**src/rtl/tmds_channel_encoder.sv**
```systemverilog
// DVI TMDS 8b/10b encoder for one colour channel: input capture, transition minimisation, DC balance.
// Define TMDS_INPUT_REG_EN to add one extra input register stage (latency 2 -> 3 cycles).
module tmds_channel_encoder (
    input  logic       clk_pixel,
    input  logic       reset,
    input  logic [7:0] data,
    input  logic       c0,
    input  logic       c1,
    input  logic       de,
    output logic [9:0] tmds_out,
    output logic [4:0] disparity
);

    localparam logic [9:0] CTRL_00 = 10'h354;
    localparam logic [9:0] CTRL_01 = 10'h0AB;
    localparam logic [9:0] CTRL_10 = 10'h154;
    localparam logic [9:0] CTRL_11 = 10'h2AB;

    function automatic logic [3:0] popcount8(input logic [7:0] v);
        logic [3:0] n;
        n = 4'd0;
        for (int i = 0; i < 8; i++) begin
            n = n + {3'b000, v[i]};
        end
        return n;
    endfunction

    // q_m[8] flags the XOR chain; XNOR is chosen when it yields fewer transitions
    function automatic logic [8:0] transition_min(input logic [7:0] d);
        logic [8:0] q;
        logic [3:0] n1;
        logic       use_xnor;
        n1       = popcount8(d);
        use_xnor = (n1 > 4'd4) || ((n1 == 4'd4) && (d[0] == 1'b0));
        q[0]     = d[0];
        for (int i = 1; i < 8; i++) begin
            q[i] = use_xnor ? ~(q[i-1] ^ d[i]) : (q[i-1] ^ d[i]);
        end
        q[8] = ~use_xnor;
        return q;
    endfunction

    logic [7:0] w_src_data;
    logic [1:0] w_src_c;
    logic       w_src_de;

`ifdef TMDS_INPUT_REG_EN
    logic [7:0] r_in_data;
    logic [1:0] r_in_c;
    logic       r_in_de;

    // optional input retiming register
    always_ff @(posedge clk_pixel) begin
        if (reset) begin
            r_in_data <= 8'h00;
            r_in_c    <= 2'b00;
            r_in_de   <= 1'b0;
        end else begin
            r_in_data <= data;
            r_in_c    <= {c1, c0};
            r_in_de   <= de;
        end
    end

    assign w_src_data = r_in_data;
    assign w_src_c    = r_in_c;
    assign w_src_de   = r_in_de;
`else
    assign w_src_data = data;
    assign w_src_c    = {c1, c0};
    assign w_src_de   = de;
`endif

    logic [7:0] r_s1_data;
    logic [1:0] r_s1_c;
    logic       r_s1_de;
    logic [8:0] r_qm;
    logic [1:0] r_s2_c;
    logic       r_s2_de;

    // stage 1 capture, then transition-minimised word registered alongside its controls
    always_ff @(posedge clk_pixel) begin
        if (reset) begin
            r_s1_data <= 8'h00;
            r_s1_c    <= 2'b00;
            r_s1_de   <= 1'b0;
            r_qm      <= 9'h000;
            r_s2_c    <= 2'b00;
            r_s2_de   <= 1'b0;
        end else begin
            r_s1_data <= w_src_data;
            r_s1_c    <= w_src_c;
            r_s1_de   <= w_src_de;
            r_qm      <= transition_min(r_s1_data);
            r_s2_c    <= r_s1_c;
            r_s2_de   <= r_s1_de;
        end
    end

    logic [9:0] r_tmds;
    logic [4:0] r_cnt;
    logic [3:0] w_n1q;
    logic [4:0] w_diff;
    logic       w_cnt_pos;
    logic       w_cnt_neg;
    logic [9:0] w_next_tmds;
    logic [4:0] w_next_cnt;

    assign w_n1q     = popcount8(r_qm[7:0]);
    assign w_diff    = {w_n1q, 1'b0} - 5'd8;
    assign w_cnt_neg = r_cnt[4];
    assign w_cnt_pos = ~r_cnt[4] && (r_cnt != 5'd0);

    // DC balance selection and running-disparity update; blanking emits a token and clears cnt
    always_comb begin
        w_next_tmds = CTRL_00;
        w_next_cnt  = 5'd0;
        if (!r_s2_de) begin
            case (r_s2_c)
                2'b00:   w_next_tmds = CTRL_00;
                2'b01:   w_next_tmds = CTRL_01;
                2'b10:   w_next_tmds = CTRL_10;
                2'b11:   w_next_tmds = CTRL_11;
                default: w_next_tmds = CTRL_00;
            endcase
            w_next_cnt = 5'd0;
        end else if ((r_cnt == 5'd0) || (w_n1q == 4'd4)) begin
            w_next_tmds = {~r_qm[8], r_qm[8], (r_qm[8] ? r_qm[7:0] : ~r_qm[7:0])};
            w_next_cnt  = r_qm[8] ? (r_cnt + w_diff) : (r_cnt - w_diff);
        end else if ((w_cnt_pos && (w_n1q > 4'd4)) || (w_cnt_neg && (w_n1q < 4'd4))) begin
            w_next_tmds = {1'b1, r_qm[8], ~r_qm[7:0]};
            w_next_cnt  = r_cnt + {3'b000, r_qm[8], 1'b0} - w_diff;
        end else begin
            w_next_tmds = {1'b0, r_qm[8], r_qm[7:0]};
            w_next_cnt  = r_cnt - {3'b000, ~r_qm[8], 1'b0} + w_diff;
        end
    end

    // output symbol and running disparity registers
    always_ff @(posedge clk_pixel) begin
        if (reset) begin
            r_tmds <= CTRL_00;
            r_cnt  <= 5'd0;
        end else begin
            r_tmds <= w_next_tmds;
            r_cnt  <= w_next_cnt;
        end
    end

    assign tmds_out  = r_tmds;
    assign disparity = r_cnt;

endmodule

```
**config.mk**
```make
export PLATFORM = sky130hd
export DESIGN_NAME = tmds_channel_encoder
export DESIGN_NICKNAME = d
export VERILOG_FILES = /design/src/rtl/tmds_channel_encoder.sv
export SDC_FILE = /design/constraint.sdc
export NUM_CORES = 1
export LEC_CHECK = 0
export BUFFER_PORTS_ARGS = -buffer_cell sky130_fd_sc_hd__buf_2
export CORE_MARGIN = 2
export CORE_UTILIZATION = 45
export CTS_BUF_LIST = sky130_fd_sc_hd__clkbuf_8
export CTS_CLUSTER_DIAMETER = 30
export CTS_CLUSTER_SIZE = 25
export DETAILED_ROUTE_END_ITERATION = 10
export GPL_TIMING_DRIVEN = 0
export PLACE_DENSITY = 0.72
export SYNTH_ARGS = -nofsm -noshare
export SYNTH_HDL_FRONTEND = slang
export SYNTH_SLANG_ARGS = --single-unit
```
**constraint.sdc**
```tcl
create_clock -name clk_pixel -period 4.23 [get_ports clk_pixel]
set_input_delay 0.2115 -clock clk_pixel [delete_from_list [all_inputs] [get_ports clk_pixel]]
set_output_delay 0.2115 -clock clk_pixel [all_outputs]
set_load 0.05 [all_outputs]
```
* Word-level counts from Yosys, hierarchy flattened
Cells that the tools add are included.
** Cells by class
- $mul :: 0
- Mux-type cells :: 15
- Div/mod/pow operators :: 0
- Equality and inequality tests :: 5
- Order comparisons :: 3
- Reduce and logical (&&, ||, !) cells :: 11
- Add/sub/neg operators :: 21
- Shifts and indexed selects :: 0
- Bitwise operators :: 20
** Operators by type and width (number)
- $pmux 10 s4 :: 1
- $add 4x1->4 :: 8
- $mux 10 :: 3
- $mux 5 :: 3
- $not 1->1 :: 12
- $add 5x5->5 :: 2
- $sub 5x5->5 :: 2
- $add 3x1->4 :: 2
- $eq 4x3->1 const B :: 2
- $gt 4x3->1 const B :: 2
- $mux 8 :: 1
- $not 8->8 :: 1
- $mux 1 :: 7
- $xor 1x1->1 :: 7
- $add 2x1->3 :: 2
- $add 5x2->5 :: 1
- $logic_not 5->1 :: 1
- $reduce_bool 5->1 :: 1
- $sub 5x2->5 :: 1
- $sub 5x4->5 const B :: 1
- $add 1x1->2 :: 2
- $eq 2x2->1 const B :: 2
- $logic_and 1x1->1 :: 4
- $lt 4x3->1 const B :: 1
- other kinds (4) :: 6
** Word-level totals
- Memory bits (writable) :: 0
- Bits in latches :: 0
- Bits in read-only memories :: 0
- Output and inout port bits :: 15
- Logic and storage cells :: 83
- Register bits :: 38
- Memories :: 0

* Logic depth before layout (Yosys ltp)
- Depth in word-level cells :: 29
- Gate-level depth with buffers :: 16
- Mapped depth without buffers :: 16

* Worst setup path before layout
No wires, ideal clock.
- Path kind :: flip-flop to flip-flop
- Start :: register r_qm[0]
- End :: register r_tmds[4] (netlist: tmds_out[4])
- Required time :: 4.108 ns
- Slack :: -0.067 ns
- Library setup time :: 0.122 ns
- Cell stages (with the launch flop) :: 16
- Data arrival time :: 4.175 ns
- Path buffers :: 1
- Cell sequence :: dfxtp_1 -> fa_1 -> inv_1 -> fa_1 -> fa_1 -> inv_1 -> ha_1 -> fa_1 -> xor2_1 -> ha_1 -> and2_1 -> clkbuf_4 -> mux2_4 -> a21boi_2 -> nand3_1 -> a311o_1
** Between the ends
- Longest elaborated chain between the ends :: 13
- Elaborated cells on any way between the ends :: 17
- Classes of those cells :: 7 x add/sub; 2 x order compare; 1 x eq/ne; 3 x mux; 4 x reduce/logical
** Ends and longest elaborated chain
- from (decl) :: line 77 : logic [8:0] r_qm;
- from (signal assigned) :: line 94 : r_qm <= transition_min(r_s1_data);
- $add 1x1->2 * :: line 23 : n = n + {3'b000, v[i]};
- $add 2x1->3 * :: line 23
- $add 3x1->4 * :: line 23
- $add 4x1->4 * (4 in a row) :: line 23
- $gt 4x3->1 or $lt 4x3->1 (tied branches) :: line 130 : end else if ((w_cnt_pos && (w_n1q > 4'd4)) || (w_cnt_neg && (w_n1q < 4'd4))) begin
- $logic_and 1x1->1 :: line 130
- $logic_or 1x1->1 :: line 130
- $mux 10 :: line 130
- $mux 10 * :: line 127 : end else if ((r_cnt == 5'd0) || (w_n1q == 4'd4)) begin
- $mux 10 * :: line 118 : if (!r_s2_de) begin
- to (signal assigned) :: line 145 : r_tmds <= w_next_tmds;
- to (decl) :: line 100 : logic [9:0] r_tmds;
Mark *: on every way between the ends. The rest lies on a longest branch, timed or not.
A chain may end at the register's enable or synchronous reset.

* Final worst setup path
- Start :: register r_qm[0]
- End :: register r_cnt[4] (netlist: disparity[4])
** Between the ends
- Longest elaborated chain between the ends :: 12
- Elaborated cells on any way between the ends :: 22
- Classes of those cells :: 12 x add/sub; 2 x order compare; 1 x eq/ne; 3 x mux; 4 x reduce/logical
** Ends and longest elaborated chain
- $add 1x1->2 * :: line 23
- $add 2x1->3 * :: line 23
- $add 3x1->4 * :: line 23
- $add 4x1->4 * (4 in a row) :: line 23
- parallel branches: the longest is 4 deep, another holds $sub 5x4->5
- $mux 5 * :: line 127
- to (signal assigned) :: line 146 : r_cnt <= w_next_cnt;
- to (decl) :: line 101 : logic [4:0] r_cnt;
Every way passes the cells marked *.

==> reports/metrics.cfg <==
[sta]
period_share_pct=101
holdWs_ns=0.121
fmax_ghz=0.233
grt_setup_unrepaired=yes
finalMaxSlewViolations=0
fin_crit_ns=4.29
finalWorstSetupSlack_ns=-0.0599
skew_ns=0.00670
timing.slew.headroom_pct=49.1
setup_viol=3
tightestPinTransition_ns=0.758
hold_violations=0

[routing]
vias=1740
via_per_inst=4.90
drc=0
drt_wl_total_mm=4.60
drt_iter0_drc=87
post_drt_wl_per_cell_um=13.0
detail-route-antenna-nets=0
first_pass_iters=4

[global_routing]
grt_pass1_vias=1654
track_usage_pct=16.6
overflow=0
grt_antenna_before_repair=0
grt_start_max_net_pins=13
grt_pass1_wl_mm=7.71

[logic_synthesis]
seq_area_frac_synth_pct=31.2
synth_warnings=0
syn-num-nets=291
syn_area_um2=2380
ys_seq_elements=37
synth_edf_count=0
synth_cells=240
syn_area_per_cell_um2=9.91
ys_types=48
ys.flop_type=dfxtp_1
async_reset_ff_share_pct=0

[clock_tree]
clk_pin_slew_worst_paths_ns=0.08
clock-root-buffer=clkbuf_8
worstSkewPairLatency_ns=0.30
clock_path_buffers=2
tritoncts=built
clock-sinks=37
h-tree-depth=2
cts_buffers=5

[placed_design]
dp.cells=336
gp_congestion=0.805
place_area_um2=2610
hpwlAfterDp_mm=3.21
portBuffers=26

[critical_path]
cpPeakStageDelay_ns=0.56
cp_cell_sequence=fa_1 -> inv_1 -> fa_1 -> fa_1 -> inv_2 -> ha_4 -> fa_2 -> inv_2 -> ha_4 -> mux2_4 -> ha_4 -> a21o_1 -> a21oi_2 -> xor3_1 -> o21ai_2 -> a311oi_1
critPathSlowestCell=fa_2
crit_required_ns=4.39
worstPathMaxFanout=2
critPathKind=register to register
arrival_ns=4.44
startpoint_type=register
crit_path_end_kind=register

[flow_run]
maxCapViolCount=0

[power]
p_leak_nw=1.36
powerDensity_nw_per_um2=822
ir_drop_v=0.000460

[finish]
multiInputGateArea_um2=1590
nFillCells=424
instances_no_fill=355
drive_above_1_share_pct=28.8
design_area_um2=2940
layout.nets=335
area_growth_pct=23.5
seq_area_um2=743
antenna_cells=0

[floorplanning]
die_y_um=76.7
io_pins=28
die_area_um2=5880
rows=26
core_area_um2=5110
start_util_pct=46.5
die_w_um=76.7

[hold_path]
hold_class=input pin to register

[outcome]
status=complete, but fails checks
failed_checks=negative setup slack

## synthesized netlist by cell type (2+ instances only)
cell type  instances  area, µm²
mux2i_1            2       20.0
a21oi_1           11       55.1
nor2b_1           15       93.8
nand4_1            2       12.5
a21o_1             5       37.5
a21boi_0           3       22.5
nand2_1            2       7.51
o31ai_1            5       37.5
nor2_1            16       60.1
o21ai_0            4       20.0
nand2b_1           3       18.8
xnor2_1           13        114
xor2_1             6       52.6
o211ai_1           2       15.0
dfxtp_1           37        741
inv_1             35        131
clkbuf_1           4       15.0
nand3_1            2       10.0
fa_1              13        260
ha_1              25        313
nor3_1             8       40.0
## final cells by class
| cell class | instances | share of cell area (%) |
|---|---|---|
| buffer | 6 | 1.02 |
| clock buffer | 5 | 2.34 |
| clock inverter | 3 | 2.22 |
| inverter | 35 | 4.47 |
| multi-input combinational | 161 | 54.0 |
| sequential | 37 | 25.3 |
| tap | 70 | 2.98 |
| timing repair buffer | 38 | 7.63 |
## per-stage QoR
| stage | power, mW | setup TNS (ns) | util, % | setup WS (ns) |
|---|---|---|---|---|
| floorplan | 1.45 | 0 | - | 0.00184 |
| global placement | 1.66 | -1.31 | 51.1 | -0.247 |
| detailed placement | 1.67 | -1.51 | 51.1 | -0.260 |
| CTS | 2.24 | -0.530 | 56.0 | -0.138 |
| global route | 2.66 | -0.528 | 57.5 | -0.198 |
| finish | 2.41 | -0.0917 | 57.5 | -0.0599 |
## per-layer routing
metal,GRT usage (%),wire length (µm),vias to the layer above
met5,0,0,-
met4,6.18,95,0
met3,4.47,186,10
met2,28.2,2370,47
met1,20.0,1950,818
li1,-,-,865
## logic make-up (layout without fill, tap and decap cells)
family                   Yosys count  in the layout  synth area share (%)
adder cells (fa/ha/maj)           38             38                  24.1
AND/OR/NAND/NOR                   56             56                  12.7
buffers and inverters             42             87                  7.00
flip-flops                        37             37                  31.2
multiplexers                       4              4                  1.95
AO/OA/AOI/OAI                     39             39                  12.3
other                              1              1                 0.158
XOR/XNOR                          23             23                  10.6
## final timing paths
kind / start / end / slack [ns] / depth (start not counted)
setup / recovery: r_qm[0] / disparity[4] / -0.06 / 16
hold / removal: de / r_s1_de / 0.12 / 2
setup reg to reg: r_qm[0] / disparity[4] / -0.06 / 16
hold reg to reg: r_s1_c[1] / r_s2_c[1] / 0.44 / 1
## sequential cells by signal, indices dropped and copies added, names as in the netlist
name,flops
tmds_out,10
disparity,4
r_qm,9
r_s1_de,1
r_s1_c,2
r_s2_c,2
r_s2_de,1
r_s1_data,8
## cells in the final DEF (no fill, tap or decap), types with 2 or more instances in the layout
master / synthesis / final
dfxtp_1: 37 / 35
inv_1: 35 / 31
buf_2: 1 / 26
ha_1: 25 / 20
nor2_1: 16 / 16
nor2b_1: 15 / 15
xnor2_1: 13 / 13
buf_4: 1 / 13
fa_1: 13 / 9
nor3_1: 8 / 8
a21oi_1: 11 / 7
a21o_1: 5 / 5
o31ai_1: 5 / 5
xor2_1: 6 / 5
clkbuf_8: 0 / 5
inv_2: 0 / 4
a21oi_2: 0 / 4
clkbuf_1: 4 / 4
fa_2: 0 / 4
ha_4: 0 / 4
nand2b_1: 3 / 3
o21ai_0: 4 / 3
nand2_1: 2 / 2
mux2_4: 1 / 2
nand4_1: 2 / 2
o211ai_1: 2 / 2
o21ai_2: 1 / 2
a21boi_1: 0 / 2
mux2i_1: 2 / 2
bufinv_16: 0 / 2
dfxtp_2: 0 / 2
## timing repair
action                                  4_1_cts  5_1_grt
buffers inserted                              7        5
hold buffers                                  0        0
endpoints found under the setup margin       13       13
gates resized for setup                      14       15
pin swaps                                     7       19
## power by group
part           leakage [nW]  internal [mW]  total (mW)  switching, mW
Sequential            0.306          0.385       0.421         0.0358
Clock                0.0681          0.234       0.364          0.129
Combinational         0.987          0.785        1.63          0.845
## critical path, delay by kind of cell (launching register included)
| kind | cells | cell delay (ns) |
|---|---|---|
| xor gates and xnor gates | 1 | 0.25 |
| muxes | 1 | 0.29 |
| buffers and inverters | 3 | 0.16 |
| AOI/OAI and AO/OA | 4 | 0.49 |
| adders and majority gates | 7 | 2.62 |
| DFF | 1 | 0.34 |
No activity file was read; power rests on OpenSTA's default activity.
